## config.mk

```make
export PLATFORM = sky130hd
export DESIGN_NAME = booth_seq_ctrl
export DESIGN_NICKNAME = d
export VERILOG_FILES = /design/src/rtl/booth_seq_ctrl.sv
export SDC_FILE = /design/constraint.sdc
export NUM_CORES = 1
export LEC_CHECK = 0
export CORE_ASPECT_RATIO = 0.5
export CORE_UTILIZATION = 35
export CTS_BUF_LIST = sky130_fd_sc_hd__clkbuf_16
export DETAILED_ROUTE_END_ITERATION = 10
export PLACE_DENSITY_LB_ADDON = 0.25
export SYNTH_ARGS = -nofsm -noshare
export SYNTH_HDL_FRONTEND = slang
export SYNTH_SLANG_ARGS = --single-unit
export TNS_END_PERCENT = 10
```

## constraint.sdc

```tcl
create_clock -name clk -period 6.89 [get_ports clk]
set_clock_uncertainty 0.1 [all_clocks]
set_input_delay 1.378 -clock clk [delete_from_list [all_inputs] [get_ports clk]]
set_output_delay 1.378 -clock clk [all_outputs]
set_load 0.05 [all_outputs]
```

## src/rtl/booth_seq_ctrl.sv

```systemverilog
// rtl/booth_seq_ctrl.sv - radix-4 Booth sequencing controller with valid/ready operand and product handshakes
module booth_seq_ctrl #(
   parameter int WIDTH = 8,
   parameter int CNT_W = 3
) (
   input  logic                 clk,
   input  logic                 rst,
   input  logic                 in_valid,
   output logic                 in_ready,
   input  logic [WIDTH-1:0]     multiplicand,
   input  logic [WIDTH-1:0]     multiplier,
   output logic                 out_valid,
   input  logic                 out_ready,
   output logic [2*WIDTH-1:0]   product,
   output logic [2:0]           booth_grp,
   output logic                 busy
);

   localparam int PW = 2 * WIDTH;

   localparam logic [1:0] S_IDLE = 2'd0;
   localparam logic [1:0] S_RUN  = 2'd1;
   localparam logic [1:0] S_DONE = 2'd2;

   // Index of the final Booth group; the edge that consumes it ends RUN.
   localparam logic [CNT_W-1:0] LAST_CNT = CNT_W'(WIDTH / 2 - 1);

   logic [1:0]        r_state;
   logic [WIDTH-1:0]  r_m;
   // Multiplier stored with the implicit Y[-1]=0 appended as bit 0.
   logic [WIDTH:0]    r_y;
   logic [PW-1:0]     r_acc;
   logic [CNT_W-1:0]  r_cnt;
   logic [PW-1:0]     r_product;
   logic              r_out_valid;

   logic              w_accept;
   logic              w_release;
   logic              w_last;
   logic [CNT_W:0]    w_shamt;
   logic [2:0]        w_grp;
   logic [PW-1:0]     w_m_ext;
   logic [PW-1:0]     w_m2;
   logic [PW-1:0]     w_pp;
   logic [PW-1:0]     w_pp_sh;
   logic [PW-1:0]     w_acc_next;

   assign w_accept  = in_valid && (r_state == S_IDLE);
   assign w_release = r_out_valid && out_ready && (r_state == S_DONE);
   assign w_last    = (r_cnt == LAST_CNT);

   // Group cnt sits at bits [2*cnt+1 : 2*cnt-1] of Y, i.e. [2*cnt+2 : 2*cnt] of r_y.
   assign w_shamt = {r_cnt, 1'b0};
   assign w_grp   = 3'(r_y >> w_shamt);

   // Multiples are built at full product width so that negating the most
   // negative multiplicand (and twice it) cannot overflow.
   assign w_m_ext = {{WIDTH{r_m[WIDTH-1]}}, r_m};
   assign w_m2    = w_m_ext << 1;

   // Booth digit selection: {0, +M, +2M, -2M, -M}.
   always_comb begin
      w_pp = '0;
      case (w_grp)
         3'b001, 3'b010: w_pp = w_m_ext;
         3'b011:         w_pp = w_m2;
         3'b100:         w_pp = -w_m2;
         3'b101, 3'b110: w_pp = -w_m_ext;
         default:        w_pp = '0;
      endcase
   end

   assign w_pp_sh    = w_pp << w_shamt;
   assign w_acc_next = r_acc + w_pp_sh;

   // Control state machine: accept in IDLE, step groups in RUN, hold in DONE.
   always_ff @(posedge clk or posedge rst) begin
      if (rst) begin
         r_state <= S_IDLE;
      end else begin
         case (r_state)
            S_IDLE:  if (w_accept)  r_state <= S_RUN;
            S_RUN:   if (w_last)    r_state <= S_DONE;
            S_DONE:  if (w_release) r_state <= S_IDLE;
            default: r_state <= S_IDLE;
         endcase
      end
   end

   // Operand capture happens only on the accept edge.
   always_ff @(posedge clk or posedge rst) begin
      if (rst) begin
         r_m <= '0;
         r_y <= '0;
      end else if (w_accept) begin
         r_m <= multiplicand;
         r_y <= {multiplier, 1'b0};
      end
   end

   // Accumulator and group counter advance once per RUN cycle.
   always_ff @(posedge clk or posedge rst) begin
      if (rst) begin
         r_acc <= '0;
         r_cnt <= '0;
      end else if (w_accept) begin
         r_acc <= '0;
         r_cnt <= '0;
      end else if (r_state == S_RUN) begin
         r_acc <= w_acc_next;
         r_cnt <= r_cnt + 1'b1;
      end
   end

   // Result register and output-valid flag; the product persists past the handshake.
   always_ff @(posedge clk or posedge rst) begin
      if (rst) begin
         r_product   <= '0;
         r_out_valid <= 1'b0;
      end else if ((r_state == S_RUN) && w_last) begin
         r_product   <= w_acc_next;
         r_out_valid <= 1'b1;
      end else if (w_release) begin
         r_out_valid <= 1'b0;
      end
   end

   assign in_ready  = (r_state == S_IDLE);
   assign busy      = (r_state == S_RUN) || (r_state == S_DONE);
   assign out_valid = r_out_valid;
   assign product   = r_product;
   assign booth_grp = (r_state == S_RUN) ? w_grp : 3'b000;

endmodule

```

==> impl_results.md <==
* Final Cycle Share at 76.5%
* CP arrival at 5.39 ns
* Fmax at 0.190 GHz
* Antenna Cells at 0
* Post-DP HPWL at 7610 um
* Mux contribution to synthesized area at 9.14%
* Async set or reset register ratio after synthesis at 100%
* Prevailing post-synth register cell: dfrtp_1
* Largest net degree at the start of global routing at 55
* Min-Delay Path Class: flip-flop to flip-flop
* IO buf count at 41
* Setup TNS at 0 ns
* MaxCap Viol Count at 0
* Drt wl/cell at 16.7 um
* RD Place Congestion at 0.866
* Compound-cell area share of the yosys netlist at 19.6%
* Hold buffers post-CTS at 0
* Clock tree buffer depth at 2
* Final Hold Fails at 0
* TritonCTS clock tree: built
* CTS Sinks at 54
* Root buffer cell: clkbuf_16
* CP peak stage delay at 0.84 ns
* Resized cells post-CTS at 0
* Type of origin of the critical path: flip-flop
* FILL cells at 1098
* Number of enable-type register cells in the synthesized netlist at 0
* Simple-gate share of the synthesized area at 19.8%
* Syn avg cell area at 8.71 um^2
* Initial antenna violation count at 0
* Multi-input gate area at 2440 um^2
* Placed insts at 622
* Worst rel slew slack at 41.7%
* Worst-Skew Late Latency at 0.30 ns
* Grt total ovfl at 0
* Post-Route WL at 10500 um
* CORE AREA at 11000 um^2
* Drc violations at 0
* Data required, critical path at 7.01 ns
* Critical path type: flip-flop to flip-flop
* Synth-to-Final Area Change at 17.2%
* Initial Utilization at 36.1%
* Die Footprint at 11800 um^2
* Status: finished, final reports clean
* Share of layout cells above drive strength 1 at 8.87%
* Commonest non-fill, non-tap cell in the layout: nand2_1
* Die height at 77.3 um
* Mapped Cells at 456
* CP Cell Sequence: mux4_2 -> xnor2_2 -> o31ai_2 -> a211oi_2 -> mux2i_1 -> a221o_1 -> ha_1 -> a21oi_1 -> a21boi_0 -> a2111oi_0 -> o31a_1 -> xnor3_1 -> o21ai_1
* Most frequent cells in the layout: nand2_1, dfrtp_1, clkdlybuf4s50_1, nor2_1, o21ai_0
* Synthesized-area fraction occupied by adder cells at 7.44%
* Final setup fails at 0
* Io pins at 42
* Post-route ant nets at 0
* Synth Net Count at 499
* DR vias at 3359
* Slowest CP cell: dfrtp_1
* Non-filler cells, final at 630
* Pins Over Slew Limit at 0
* Num CTS Buffers at 5
* CTS H-Tree Depth at 2
* Register area share after synthesis at 34.0%
* Post-Synth XOR/XNOR Area at 5.39%
* Max FO, Critical Path at 20
* Post-synthesis cell type count at 68
* Sequential cell area at 1350 um^2
* Vias in the first global route at 3292
* Initial DRC Count at 244
* Postcts setup bufs at 0
* DRT Pass-1 Iters at 7
* Synthesis Warnings at 0
* Register bit total from synthesis at 54
* GRT Total Usage at 19.1%
* Fin nets at 527
* Chip width at 153 um
* Largest family of logic cells by synthesized area: simple AND/OR/NAND/NOR gates
* Post-Syn Area at 3970 um^2
* RSZ-0062 raised after global routing: false
* Period minus WS final at 5.27 ns
* Via density at 5.33
* First-pass GRT wire length at 17700 um
* Worst-margin pin slew at 0.866 ns
* Setup crit end kind: flip-flop
* Row Count at 27
* Clock transition at path regs at 0.07 ns
## kinds of logic after synthesis
logic type      count (synthesis)
flops                          54
fa+ha+maj                      23
mux                            32
xor+xnor                       22
buf+inv                        43
compound gates                111
simple gates                  171
## cell usage after synthesis (3+ instances only)
master | count | share of area [%]
a31oi_1 | 3 | 0.47
a21o_1 | 8 | 1.5
nand2_1 | 78 | 7.4
a21oi_1 | 21 | 2.6
nor2_1 | 32 | 3.0
o21ai_0 | 24 | 3.0
or3_1 | 5 | 0.79
clkbuf_1 | 17 | 1.6
nand3_1 | 10 | 1.3
o31ai_1 | 3 | 0.57
o211a_1 | 3 | 0.76
xnor2_1 | 14 | 3.1
xor2_1 | 6 | 1.3
mux2_2 | 13 | 3.7
dfrtp_1 | 54 | 34
inv_1 | 17 | 1.6
buf_2 | 3 | 0.38
a22o_1 | 4 | 0.88
o31a_1 | 3 | 0.66
nor4_1 | 3 | 0.47
nand3b_1 | 3 | 0.57
a211oi_1 | 9 | 1.7
mux2i_1 | 16 | 4.0
ha_1 | 22 | 6.9
and2_1 | 6 | 0.95
and3_1 | 5 | 0.79
nor3_1 | 15 | 1.9
buf_1 | 3 | 0.28
o21ai_1 | 8 | 1.0
## layout make-up
class	count	share of cell area, %
Clock buffer	5	2.69
Clock inverter	3	0.914
Inverter	18	1.45
Multi-Input combinational cell	359	52.4
Sequential cell	54	29.0
Tap cell	145	3.90
Timing Repair Buffer	46	9.62
## state kept, by name, summed over array words and instances (netlist names)
register	count
r_cnt	3
r_acc	16
r_state	2
out_valid	1
r_m	8
r_y	8
product	16
## through the flow
step,utilization [%],setup WS (ns),cell area [um^2],hold WS [ns]
6_report,42.3,1.62,4660,0.376
5_1_grt,42.3,1.15,4660,0.406
4_1_cts,42.3,1.63,4660,0.381
3_5_place_dp,40.8,1.68,4490,0.363
3_3_place_gp,40.8,1.79,4490,0.365
2_1_floorplan,-,2.82,3970,0.340
## layer usage
layer  track usage [%]  share of wire, %
met3              3.28               3.6
met2              28.3                42
met1              28.6                54
met4              3.84              0.70
met5                 0                 0
## final timing paths
path                          start     endpoint  slack, ns  depth (start not counted)
min reg2reg                  r_y[7]       r_y[7]       0.38                          2
min in group asynchronous       rst   product[2]       1.47                          3
min                          r_y[7]       r_y[7]       0.38                          2
max reg2reg                r_cnt[0]  product[15]       1.62                         13
max                        r_cnt[0]  product[15]       1.62                         13
max in group asynchronous       rst       r_m[2]       4.72                          3
## critical path: cells and delay by family, from the launching register on
kind	cells	cell delay, ns
muxes	2	0.93
xor gates and xnor gates	2	0.82
DFF	1	0.84
adders and majority gates	1	0.36
AOI/OAI and AO/OA	8	2.14
Power is not shown: default switching activity piles up to over one toggle a cycle in this logic, so the estimate is an artifact.
